File: config.mk
export PLATFORM = sky130hd
export DESIGN_NAME = spi_frame_slave
export DESIGN_NICKNAME = d
export VERILOG_FILES = /design/src/rtl/spi_frame_slave.sv
export SDC_FILE = /design/constraint.sdc
export NUM_CORES = 1
export LEC_CHECK = 0
export CAP_MARGIN = 20
export CORE_MARGIN = 5
export CORE_UTILIZATION = 40
export CTS_CLUSTER_DIAMETER = 100
export DETAILED_ROUTE_END_ITERATION = 8
export GPL_TIMING_DRIVEN = 0
export PLACE_DENSITY_LB_ADDON = 0.05
export RECOVER_POWER = 50
export SLEW_MARGIN = 20
export SYNTH_ARGS = -nofsm -noshare
export SYNTH_HDL_FRONTEND = slang
export SYNTH_SLANG_ARGS = --single-unit
File: constraint.sdc
create_clock -name clk -period 3.7 [get_ports clk]
set_clock_uncertainty 0.1 [all_clocks]
set_input_delay 0.555 -clock clk [delete_from_list [all_inputs] [get_ports clk]]
set_output_delay 0.555 -clock clk [all_outputs]
set_load 0.05 [all_outputs]
File: src/rtl/spi_frame_slave.sv
// SPI frame slave front end: synchronises the SPI pins into clk, collects
// fixed-width frames into a small register file, issues a start pulse after
// the last register of a command and returns a held core result on MISO.
module spi_frame_slave #(
  parameter int FRAME_W     = 64,
  parameter int NUM_REGS    = 3,
  parameter int CPHA        = 0,
  parameter int SYNC_STAGES = 2,
  localparam int PTR_W      = (NUM_REGS > 1) ? $clog2(NUM_REGS) : 1
) (
  input  logic                         clk,
  input  logic                         rst,
  input  logic                         sclk,
  input  logic                         cs_n,
  input  logic                         mosi,
  output logic                         miso,
  input  logic                         core_busy,
  input  logic                         result_valid,
  input  logic [FRAME_W-1:0]           result_data,
  output logic [NUM_REGS*FRAME_W-1:0]  regs_out,
  output logic                         start,
  output logic [PTR_W-1:0]             wr_ptr,
  output logic                         result_ready,
  output logic                         frame_err,
  output logic                         drop
);

  localparam int CNT_W = $clog2(FRAME_W + 2);
  localparam logic [CNT_W-1:0] CNT_FULL = CNT_W'(FRAME_W);
  localparam logic [CNT_W-1:0] CNT_SAT  = CNT_W'(FRAME_W + 1);
  localparam logic [PTR_W-1:0] PTR_LAST = PTR_W'(NUM_REGS - 1);

  typedef enum logic [1:0] {IDLE, SHIFT, COMMIT} state_t;

  state_t                   state_reg, state_next;
  logic [SYNC_STAGES-1:0]   sclk_sync_reg, cs_sync_reg, mosi_sync_reg;
  logic                     sclk_prev_reg, cs_prev_reg;
  logic [FRAME_W-1:0]       rx_shift_reg, tx_shift_reg, hold_reg;
  logic [CNT_W-1:0]         bit_cnt_reg;
  logic                     rb_frame_reg, result_ready_reg;
  logic [PTR_W-1:0]         wr_ptr_reg;
  logic                     start_reg, frame_err_reg, drop_reg;
  logic                     sclk_s, cs_s, mosi_s;
  logic                     sclk_rise, sclk_fall, cs_rise, cs_fall;
  logic                     sample_edge, change_edge;
  logic                     commit_err, commit_rb, commit_drop, commit_wr;

  // Pin synchronisers; cs_n resets low so a frame already in progress at
  // reset release is never mistaken for a fresh falling edge.
  always_ff @(posedge clk or negedge rst) begin
    if (!rst) begin
      sclk_sync_reg <= '0;
      cs_sync_reg   <= '0;
      mosi_sync_reg <= '0;
      sclk_prev_reg <= 1'b0;
      cs_prev_reg   <= 1'b0;
    end else begin
      sclk_sync_reg <= {sclk_sync_reg[SYNC_STAGES-2:0], sclk};
      cs_sync_reg   <= {cs_sync_reg[SYNC_STAGES-2:0], cs_n};
      mosi_sync_reg <= {mosi_sync_reg[SYNC_STAGES-2:0], mosi};
      sclk_prev_reg <= sclk_sync_reg[SYNC_STAGES-1];
      cs_prev_reg   <= cs_sync_reg[SYNC_STAGES-1];
    end
  end

  assign sclk_s      = sclk_sync_reg[SYNC_STAGES-1];
  assign cs_s        = cs_sync_reg[SYNC_STAGES-1];
  assign mosi_s      = mosi_sync_reg[SYNC_STAGES-1];
  assign sclk_rise   = sclk_s & ~sclk_prev_reg;
  assign sclk_fall   = ~sclk_s & sclk_prev_reg;
  assign cs_rise     = cs_s & ~cs_prev_reg;
  assign cs_fall     = ~cs_s & cs_prev_reg;
  assign sample_edge = (CPHA == 0) ? sclk_rise : sclk_fall;
  assign change_edge = (CPHA == 0) ? sclk_fall : sclk_rise;

  // State register.
  always_ff @(posedge clk or negedge rst) begin
    if (!rst) state_reg <= IDLE;
    else      state_reg <= state_next;
  end

  // Next-state logic and classification of the frame being committed.
  always_comb begin
    state_next  = state_reg;
    commit_err  = 1'b0;
    commit_rb   = 1'b0;
    commit_drop = 1'b0;
    commit_wr   = 1'b0;
    case (state_reg)
      IDLE:   if (cs_fall) state_next = SHIFT;
      SHIFT:  if (cs_rise) state_next = COMMIT;
      COMMIT: begin
        state_next = IDLE;
        if (bit_cnt_reg != CNT_FULL) commit_err  = 1'b1;
        else if (rb_frame_reg)       commit_rb   = 1'b1;
        else if (core_busy)          commit_drop = 1'b1;
        else                         commit_wr   = 1'b1;
      end
      default: state_next = IDLE;
    endcase
  end

  // Shift registers and bit counter. The transmit register only shifts once
  // a bit has been sampled, so with CPHA=1 the leading change edge keeps the
  // MSB on the line instead of discarding it.
  always_ff @(posedge clk or negedge rst) begin
    if (!rst) begin
      rx_shift_reg <= '0;
      tx_shift_reg <= '0;
      bit_cnt_reg  <= '0;
      rb_frame_reg <= 1'b0;
    end else if (state_reg == IDLE) begin
      if (cs_fall) begin
        bit_cnt_reg  <= '0;
        rb_frame_reg <= result_ready_reg;
        tx_shift_reg <= result_ready_reg ? hold_reg : '0;
      end
    end else if (state_reg == SHIFT) begin
      if (sample_edge) begin
        rx_shift_reg <= {rx_shift_reg[FRAME_W-2:0], mosi_s};
        if (bit_cnt_reg != CNT_SAT) bit_cnt_reg <= bit_cnt_reg + CNT_W'(1);
      end
      if (change_edge && bit_cnt_reg != '0)
        tx_shift_reg <= {tx_shift_reg[FRAME_W-2:0], 1'b0};
    end
  end

  // Write pointer and one-clk status pulses issued from the commit cycle.
  always_ff @(posedge clk or negedge rst) begin
    if (!rst) begin
      wr_ptr_reg    <= '0;
      start_reg     <= 1'b0;
      frame_err_reg <= 1'b0;
      drop_reg      <= 1'b0;
    end else begin
      start_reg     <= commit_wr && (wr_ptr_reg == PTR_LAST);
      frame_err_reg <= commit_err;
      drop_reg      <= commit_drop;
      if (commit_wr) wr_ptr_reg <= (wr_ptr_reg == PTR_LAST) ? '0 : wr_ptr_reg + PTR_W'(1);
    end
  end

  // Result hold register; a new result wins over the readback clear.
  always_ff @(posedge clk or negedge rst) begin
    if (!rst) begin
      hold_reg         <= '0;
      result_ready_reg <= 1'b0;
    end else if (result_valid) begin
      hold_reg         <= result_data;
      result_ready_reg <= 1'b1;
    end else if (commit_rb) begin
      result_ready_reg <= 1'b0;
    end
  end

  // Register file: one word per command frame slot.
  for (genvar gi = 0; gi < NUM_REGS; gi++) begin : g_reg
    logic [FRAME_W-1:0] value_reg;
    // Capture the received frame when this slot is the write target.
    always_ff @(posedge clk or negedge rst) begin
      if (!rst)                                          value_reg <= '0;
      else if (commit_wr && wr_ptr_reg == PTR_W'(gi))    value_reg <= rx_shift_reg;
    end
    assign regs_out[gi*FRAME_W +: FRAME_W] = value_reg;
  end

  assign miso         = (state_reg == SHIFT) & ~cs_n & tx_shift_reg[FRAME_W-1];
  assign start        = start_reg;
  assign wr_ptr       = wr_ptr_reg;
  assign result_ready = result_ready_reg;
  assign frame_err    = frame_err_reg;
  assign drop         = drop_reg;

endmodule

==> out/qor.csv, run 1 <==
stage;metric;value;unit
detailed_routing;vias_per_cell;4.96;
detailed_routing;wl;37.0;mm
worst_setup_path;endpoint;tx_shift_reg[37]$_DFFE_PN0P_;
global_route;grt_antenna_before_repair;2;
synthesis;synth_most_common_cell;dfrtp_1;
timing;rsz0062_at_grt;false;
power;ir_worst_vdd;328;µV
worst_setup_path;crit_required;4.03;ns
clock_tree;clk_path_buf_depth;3;
clock_tree;root_buffer;clkbuf_16;
clock_tree;cts_sinks;408;
power;leakage;9.82;nW
synthesis;yosys_warnings;0;
floorplanning;num_rows;73;
synthesis;synth_top_cell_by_area;dfrtp_1;
placed_design;dp_hpwl;26.1;mm
worst_setup_path;start_kind;flip-flop;
worst_setup_path;path_depth;6;
worst_setup_path;cp_top_family;simple AND/OR/NAND/NOR gates;
synthesis;ys_top_cells_by_count;dfrtp_1 (408), mux2_2 (323), nand2_1 (86), a22oi_1 (50), o21ai_0 (42);
detailed_routing;ant_nets;0;
global_route;grt_pass1_vias;10300;
global_route;grtUsageTotal;16.7;%
run;cap_violations;2;
worst_setup_path;slowest_stage;o2111ai_1;
worst_setup_path;max_stage_delay;0.63;ns
detailed_routing;vias;9807;
cells_and_area;utilization;52.6;%
timing;fin_crit_sh;89.8;%
timing;layout_min_cycle_time;3.32;ns
synthesis;syn-num-nets;1173;
timing;setup_ws;0.377;ns
clock_tree;cts_buffers;45;
floorplanning;initial_core_util;40.5;%
detailed_routing;first_iter_violations;302;
cells_and_area;area_growth;29.7;%
worst_hold_path;min_path_type;flip-flop to flip-flop;
status;status;complete, but fails checks;
floorplanning;pin_count;270;
floorplanning;die_y;211;µm
clock_tree;cts_setup_buffers;0;
synthesis;syn_area_per_cell;14.7;µm²
synthesis;async_flop_share;100;%
worst_setup_path;critical_path_buf_inv_count;2;
placed_design;place.gp.congestion;0.748;
worst_setup_path;cp_cell_sequence;or4_1 -> clkbuf_1 -> o2111ai_1 -> nand2_1 -> clkbuf_1 -> mux2_4;
clock_tree;cts_max_level;2;
synthesis;synth_edf_count;0;
worst_setup_path;cp.arrival;3.65;ns
timing;fmax;301;MHz
timing;hold_viol_final;0;
timing;relSlewSlack;-18.0;%
worst_setup_path;crit_path_frequent_cell;clkbuf_1;
detailed_routing;dr.pass1.iters;4;
global_route;grt_max_degree;86;
floorplanning;core_area;0.0398;mm²
clock_tree;clock_latency;0.55;ns
synthesis;synth_cell_types;39;
timing;setup_violations;0;
clock_tree;clkTransAtPathRegs;0.06;ns
global_route;grt_overflow;0;
status;failed_checks;capacitance limit, slew limit;
worst_setup_path;timing.rr.start;bit_cnt_reg[3]$_DFFE_PN0P_;
worst_setup_path;worst_r2r_path_depth;6;
synthesis;yosys.area.top_type_share;63.2;%
synthesis;synth-main-ff-cell;dfrtp_1;
detailed_routing;post-route-drc-count;0;
cells_and_area;fill_cells;3503;
worst_setup_path;r2r_end;tx_shift_reg[37]$_DFFE_PN0P_;
cells_and_area;drive_gt1_share;31.2;%
detailed_routing;drt-wirelength-per-cell;18.7;µm
synthesis;synthTopCellsByArea;dfrtp_1 (63%), mux2_2 (23%), mux2_4 (3.3%), a22oi_1 (2.3%), nand2_1 (2.0%);
clock_tree;cts_tree;done;
placed_design;io_buffers;268;
cells_and_area;layout.nets;1494;
placed_design;dp_slack;-0.156;ns
worst_setup_path;critPathCaptureType;flip-flop;
worst_setup_path;reg2reg_slack;0.38;ns
cells_and_area;largest_reg_flops;192;
global_route;grt_first_pass_wirelength;59.8;mm
synthesis;yosysSeqAreaShare;63.2;%
power;power_density;511;mW/mm²
floorplanning;die_w;211;µm
worst_setup_path;cp_max_fo;10;
floorplanning;die_area;0.0445;mm²
synthesis;syn_area;0.0161;mm²
synthesis;synthCells;1099;
timing;tns;0;ns
worst_setup_path;crit_type;flip-flop to flip-flop;
worst_setup_path;crit_start;bit_cnt_reg[3]$_DFFE_PN0P_;
synthesis;ys_ff_latch;408;
worst_hold_path;hp-start;mosi_sync_reg[0]$_DFF_PN0_;
timing;final_max_slew_viol_count;140;
timing;tightest_slew;1.77;ns
## worst min path at each step
stage | to | slack [ns] | depth (start not counted)
2_1_floorplan | bit_cnt_reg[0]$_DFFE_PN0P_ | 0.16 | 0
5_1_grt | cs_sync_reg[1]$_DFF_PN0_ | 0.25 | 0
3_5_place_dp | cs_sync_reg[1]$_DFF_PN0_ | 0.24 | 0
3_3_place_gp | cs_sync_reg[1]$_DFF_PN0_ | 0.23 | 0
6_report | mosi_sync_reg[1]$_DFF_PN0_ | 0.25 | 0
4_1_cts | cs_sync_reg[1]$_DFF_PN0_ | 0.25 | 0
## metrics by stage
stage	total power (W)	cells	hold slack [ns]	area, µm²
finish	0.0107	1977	0.250	20900
global route	0.0113	1977	0.250	20900
CTS	0.0109	1977	0.245	21000
detailed placement	0.00660	1898	0.236	19600
global placement	0.00656	1892	0.233	19500
floorplan	0.00616	1099	0.159	16100
## report_power, final
| group | internal, W | switching [W] | leakage (nW) |
|---|---|---|---|
| logic | 0.000707 | 0.000548 | 3.77 |
| registers | 0.00493 | 0.000298 | 5.38 |
| clock network | 0.00250 | 0.00171 | 0.680 |
| total | 0.00814 | 0.00256 | 9.82 |
## cells by family (layout without fill, tap and decap cells)
| kind of cell | after synthesis | after routing | synth area share [%] |
|---|---|---|---|
| other | 0 | 1 | 0 |
| DFF | 408 | 408 | 63.2 |
| buffers and inverters | 71 | 423 | 2.01 |
| xor gates and xnor gates | 2 | 2 | 0.109 |
| and+or+nand+nor | 149 | 149 | 4.19 |
| adders and majority gates | 3 | 3 | 0.233 |
| AOI/OAI and AO/OA | 108 | 108 | 4.43 |
| muxes | 358 | 358 | 25.8 |
## area by class of cell
cell class	instances	area [µm²]	area share (%)
Multi-Input combinational cell	620	5580	26.6
Sequential cell	408	10200	48.7
Inverter	4	15.0	0.0717
Clock inverter	3	15.0	0.0717
Buffer	66	297	1.42
Timing Repair Buffer	275	2800	13.4
Antenna cell	1	2.50	0.0119
Clock buffer	75	1370	6.53
Tap cell	525	657	3.14
## worst reg2reg max path, cell delays in order, from the launching register on
cell and delay (ns):
dfrtp_1 0.45, or4_1 0.53, clkbuf_1 0.15, o2111ai_1 0.63, nand2_1 0.51, clkbuf_1 0.44, mux2_4 0.39
## cell usage in the layout, fill, tap and decap left out, types with 2 or more instances in the layout
cell type,Yosys,final
buf_16,0,3
nand3_1,7,8
clkbuf_2,0,3
a21o_1,4,4
buf_2,23,20
nand2b_1,4,4
clkbuf_1,39,59
o22ai_1,4,4
clkbuf_16,0,45
nor4bb_1,2,2
inv_1,4,4
clkinv_2,0,3
a22oi_1,50,50
a21oi_1,2,2
o21ai_0,42,42
mux2_4,35,35
nor2_1,30,30
nand2_1,86,87
dfrtp_1,408,408
nor2b_1,3,3
ha_1,3,3
clkdlybuf4s50_1,0,262
dlygate4sd3_1,0,5
and3_1,2,2
clkbuf_8,0,13
xor2_1,2,2
nor3b_1,5,5
mux2_2,323,323
buf_6,4,4
## timing repair
item,CTS,global route
setup endpoints to repair,1,1
hold buffers,1,0
hold endpoints to repair,43,0
resized for setup,6,0
## per-layer routing
layer / wire, µm / global-route usage [%] / part of all wire [%]
met2: 17600 / 26.4 / 47
met5: 13 / 0 / 0.035
met3: 1770 / 3.28 / 4.8
met1: 16900 / 23.6 / 46
met4: 738 / 5.03 / 2.0
No activity file was read; power rests on OpenSTA's default activity.
==> run 2, diff against run 1 <==
--- a/config.mk
+++ b/config.mk
@@ -6,8 +6,9 @@
 export NUM_CORES = 1
 export LEC_CHECK = 0
 export CAP_MARGIN = 20
+export CORE_ASPECT_RATIO = 1.5
 export CORE_MARGIN = 5
-export CORE_UTILIZATION = 40
+export CORE_UTILIZATION = 57
 export CTS_CLUSTER_DIAMETER = 100
 export DETAILED_ROUTE_END_ITERATION = 8
 export GPL_TIMING_DRIVEN = 0
==> out/qor.csv, run 2 (synthesis results as in run 1) <==
stage;metric;value;unit
status;status;completed;
clock_tree;cts_tree;done;
detailed_routing;vias;9859;
global_route;grt_first_pass_wirelength;55.9;mm
cells_and_area;n_antenna_cell;0;
worst_setup_path;endpoint;miso;
cells_and_area;largest_reg_flops;192;
worst_setup_path;r2r_end;tx_shift_reg[11]$_DFFE_PN0P_;
timing;fmax;306;MHz
power;ir_worst_vdd;492;µV
worst_setup_path;crit_type;flip-flop to output pin;
worst_setup_path;worst_r2r_path_depth;6;
global_route;grt_overflow;0;
cells_and_area;drive_gt1_share;31.4;%
floorplanning;num_rows;75;
placed_design;place.gp.congestion;0.809;
worst_setup_path;critPathCaptureType;output pin;
floorplanning;die_area;0.0319;mm²
floorplanning;initial_core_util;57.7;%
clock_tree;root_buffer;clkbuf_16;
worst_setup_path;path_depth;4;
timing;setup_violations;0;
clock_tree;cts_setup_buffers;0;
timing;layout_min_cycle_time;3.27;ns
clock_tree;clock_latency;0.53;ns
power;leakage;9.78;nW
run;cap_violations;0;
worst_setup_path;cp_max_fo;19;
floorplanning;pin_count;270;
global_route;grt_max_degree;103;
worst_hold_path;min_path_type;flip-flop to flip-flop;
worst_setup_path;cp_top_family;buffers and inverters;
worst_setup_path;critical_path_buf_inv_count;3;
timing;hold_viol_final;0;
detailed_routing;dr.pass1.iters;4;
timing;final_max_slew_viol_count;0;
placed_design;io_buffers;268;
cells_and_area;layout_commonest_cell;dfrtp_1;
timing;fin_crit_sh;88.4;%
detailed_routing;post-route-drc-count;0;
timing;tns;0;ns
clock_tree;cts_sinks;408;
timing;rsz0062_at_grt;false;
cells_and_area;area_growth;27.4;%
worst_hold_path;hold_depth;0;
worst_setup_path;crit_required;3.04;ns
worst_setup_path;start_kind;flip-flop;
cells_and_area;multiInputGateArea;0.00558;mm²
detailed_routing;vias_per_cell;5.52;
cells_and_area;fill_cells;1969;
floorplanning;die_y;216;µm
floorplanning;core_area;0.0280;mm²
clock_tree;clkTransAtPathRegs;0.06;ns
timing;relSlewSlack;9.59;%
worst_setup_path;cp.arrival;2.62;ns
worst_setup_path;crit_start;state_reg[0]$_DFFE_PN0P_;
detailed_routing;first_iter_violations;332;
detailed_routing;wl;34.3;mm
global_route;grt_antenna_before_repair;0;
placed_design;dp_hpwl;24.6;mm
power;power_density;510;mW/mm²
cells_and_area;layout.nets;1485;
worst_setup_path;timing.rr.start;bit_cnt_reg[3]$_DFFE_PN0P_;
cells_and_area;ff_latch_area;0.0102;mm²
timing;tightest_slew;1.36;ns
worst_setup_path;reg2reg_slack;0.60;ns
cells_and_area;utilization;73.5;%
global_route;grt_pass1_vias;10500;
floorplanning;die_w;147;µm
clock_tree;cts_buffers;38;
clock_tree;clk_path_buf_depth;3;
detailed_routing;drt-wirelength-per-cell;19.2;µm
cells_and_area;final_cell_mix;dfrtp_1 (408), mux2_2 (323), clkdlybuf4s50_1 (256);
detailed_routing;ant_nets;0;
clock_tree;cts_max_level;2;
global_route;grtUsageTotal;21.7;%
worst_setup_path;slowest_stage;dfrtp_1;
worst_setup_path;max_stage_delay;0.47;ns
worst_setup_path;cp_cell_sequence;buf_2 -> clkbuf_1 -> nor4bb_1 -> clkdlybuf4s15_2;
run 2: cell count changes in the layout (fill, tap and decap cells not counted), sizes merged:
cell / change
buf: -1
clkinv: +5
bufinv: +3
inv: +2
clkdlybuf4s50: -6
dlygate4sd3: +6
clkbuf: -21
diode: -1
run 2: per-stage QoR:
step,std cells,cell area [µm²],hold WS (ns),total power [W],setup slack (ns)
after floorplan,1099,16100,0.159,0.00616,0.264
after global placement,1713,19300,0.234,0.00653,-15.36
after detailed placement,1717,19400,0.237,0.00659,-0.0174
after CTS,1786,20700,0.251,0.0106,0.0580
after global routing,1785,20600,0.259,0.0110,0.194
final,1785,20600,0.250,0.0105,0.428
run 2: what timing repair did:
item | CTS | global route
hold endpoints to repair | 52 | 0
hold buffers | 1 | 0
gates resized for setup | 5 | 0
setup endpoints to repair | 1 | 1
run 2: where the power goes:
part	switching, W	internal (W)	leakage (nW)	total [W]
logic	0.000550	0.000702	3.76	0.00125
clock network	0.00162	0.00237	0.648	0.00399
registers	0.000307	0.00493	5.38	0.00524
run 2: worst min path at each step:
stage	start	to	slack, ns
after detailed placement	cs_sync_reg[0]$_DFF_PN0_	cs_sync_reg[1]$_DFF_PN0_	0.24
final	cs_sync_reg[0]$_DFF_PN0_	cs_sync_reg[1]$_DFF_PN0_	0.25
after global placement	cs_sync_reg[0]$_DFF_PN0_	cs_sync_reg[1]$_DFF_PN0_	0.23
after floorplan	rst	bit_cnt_reg[0]$_DFFE_PN0P_	0.16
after global routing	mosi_sync_reg[0]$_DFF_PN0_	mosi_sync_reg[1]$_DFF_PN0_	0.26
after CTS	cs_sync_reg[0]$_DFF_PN0_	cs_sync_reg[1]$_DFF_PN0_	0.25
run 2: cell type report:
class / count / share of cell area [%]
plain buffers: 66 / 1.47
clock buffers: 55 / 5.57
clock inverters: 13 / 0.718
inverters: 4 / 0.0730
multi-input cells: 620 / 27.1
flip-flops and latches: 408 / 49.6
well taps: 346 / 2.10
repair buffers: 273 / 13.3
run 2: layer usage:
metal  global-route usage, %  part of all wire (%)  up-vias
met2                    39.2                    53      244
met5                       0                     0        -
met3                    3.87                   4.8       62
li1                        -                     -     4508
met1                    26.4                    39     5045
met4                    7.15                   3.1        0
==> run 3, diff against run 2 <==
--- a/config.mk
+++ b/config.mk
@@ -5,10 +5,10 @@
 export SDC_FILE = /design/constraint.sdc
 export NUM_CORES = 1
 export LEC_CHECK = 0
-export CAP_MARGIN = 20
+export CAP_MARGIN = 25
 export CORE_ASPECT_RATIO = 1.5
 export CORE_MARGIN = 5
-export CORE_UTILIZATION = 57
+export CORE_UTILIZATION = 55
 export CTS_CLUSTER_DIAMETER = 100
 export DETAILED_ROUTE_END_ITERATION = 8
 export GPL_TIMING_DRIVEN = 0
==> out/qor.csv, run 3 (synthesis results as in run 1) <==
stage;metric;value;unit
clock_tree;cts_buffers;38;
placed_design;dp_hpwl;24.6;mm
cells_and_area;utilization;71.6;%
worst_setup_path;cp.arrival;2.75;ns
timing;tightest_slew;0.970;ns
timing;layout_min_cycle_time;3.40;ns
timing;whs;0.250;ns
timing;fmax;294;MHz
global_route;grt_pass1_vias;10200;
placed_design;dp_slack;-0.141;ns
clock_tree;clock_latency;0.53;ns
run;cap_violations;0;
worst_setup_path;critPathCaptureType;output pin;
power;power_density;502;mW/mm²
timing;final_max_slew_viol_count;0;
status;status;completed;
detailed_routing;vias_per_cell;5.36;
detailed_routing;first_iter_violations;369;
clock_tree;root_buffer;clkbuf_16;
worst_setup_path;crit_type;flip-flop to output pin;
clock_tree;cts_sinks;408;
worst_setup_path;crit_required;3.04;ns
floorplanning;initial_core_util;56.0;%
global_route;grtUsageTotal;20.9;%
power;ir_worst_vdd;722;µV
timing;rsz0062_at_grt;false;
cells_and_area;drive_gt1_share;31.0;%
timing;tns;0;ns
cells_and_area;final_cell_mix;dfrtp_1 (408), mux2_2 (323), dlygate4sd3_1 (158);
cells_and_area;final_area;0.0206;mm²
detailed_routing;dr.pass1.iters;4;
floorplanning;die_area;0.0330;mm²
floorplanning;die_w;150;µm
timing;setup_violations;0;
cells_and_area;area_growth;27.8;%
global_route;grt_overflow;0;
clock_tree;cts_max_level;2;
detailed_routing;post-route-drc-count;0;
floorplanning;die_y;220;µm
floorplanning;num_rows;76;
worst_setup_path;cp_max_fo;19;
timing;setup_ws;0.296;ns
placed_design;place_area;0.0194;mm²
floorplanning;core_area;0.0288;mm²
cells_and_area;largest_reg_flops;192;
placed_design;place.gp.congestion;0.792;
global_route;grt_antenna_before_repair;1;
cells_and_area;fill_cells;2036;
cells_and_area;layout_commonest_cell;dfrtp_1;
timing;relSlewSlack;35.1;%
clock_tree;clk_path_buf_depth;3;
global_route;grt_first_pass_wirelength;54.8;mm
timing;hold_viol_final;0;
global_route;grt_max_degree;97;
clock_tree;cts_tree;done;
placed_design;io_buffers;268;
timing;fin_crit_sh;92.0;%
worst_hold_path;min_path_type;flip-flop to flip-flop;
detailed_routing;ant_nets;0;
detailed_routing;vias;9810;
worst_setup_path;reg2reg_slack;0.44;ns
cells_and_area;layout.nets;1485;
worst_setup_path;start_kind;flip-flop;
cells_and_area;n_antenna_cell;0;
detailed_routing;drt-wirelength-per-cell;18.6;µm
power;leakage;10.3;nW
clock_tree;clkTransAtPathRegs;0.06;ns
detailed_routing;wl;34.1;mm
floorplanning;pin_count;270;
[run 3: repair_timing]
item | 4_1_cts | 5_1_grt
endpoints found under the hold margin | 72 | 0
setup buffers | 0 | 0
hold buffers | 1 | 0
endpoints found under the setup margin | 1 | 0
resized for setup | 5 | 0
[run 3: worst paths after layout]
path	start	end	cells past startpoint
worst max register to register	bit_cnt_reg[3]$_DFFE_PN0P_	tx_shift_reg[36]$_DFFE_PN0P_	6
max in group asynchronous	rst	hold_reg[49]$_DFFE_PN0P_	6
worst min-delay path	mosi_sync_reg[0]$_DFF_PN0_	mosi_sync_reg[1]$_DFF_PN0_	0
min in group asynchronous	rst	g_reg[1].value_reg[28]$_DFFE_PN0P_	2
worst min register to register	mosi_sync_reg[0]$_DFF_PN0_	mosi_sync_reg[1]$_DFF_PN0_	0
worst max-delay path	state_reg[0]$_DFFE_PN0P_	miso	4
[run 3: metrics by stage]
step / std cells / total power, W
after floorplan: 1099 / 0.00616
after global placement: 1757 / 0.00653
after detailed placement: 1761 / 0.00659
after CTS: 1829 / 0.0105
after global routing: 1829 / 0.0108
final: 1829 / 0.0104
[run 3: per-layer routing]
metal	up-vias	track usage (%)	part of all wire, %
li1	4524	-	-
met1	5003	25.7	40
met2	233	37.8	53
met3	48	3.76	5.1
met4	2	5.53	1.9
met5	-	0	0.038
[run 3: where the power goes]
part	leakage, nW	switching, W	internal [W]
logic	4.31	0.000547	0.000709
clock network	0.610	0.00162	0.00225
registers	5.38	0.000307	0.00493
total	10.3	0.00247	0.00789
[run 3: cell type report]
| cell class | instances | area [µm²] | share of cell area [%] |
|---|---|---|---|
| flip-flops and latches | 408 | 10200 | 49.5 |
| multi-input cells | 620 | 5580 | 27.0 |
| repair buffers | 273 | 2810 | 13.6 |
| clock buffers | 58 | 1130 | 5.46 |
| well taps | 390 | 488 | 2.36 |
| plain buffers | 66 | 297 | 1.44 |
| clock inverters | 10 | 113 | 0.546 |
| inverters | 4 | 15.0 | 0.0728 |
[run 3: critical path, stage by stage, from the launching register on]
cell             delay [ns]
dfrtp_1                0.51
buf_2                  0.41
clkbuf_1               0.40
nor4bb_1               0.44
clkdlybuf4s15_2        0.44
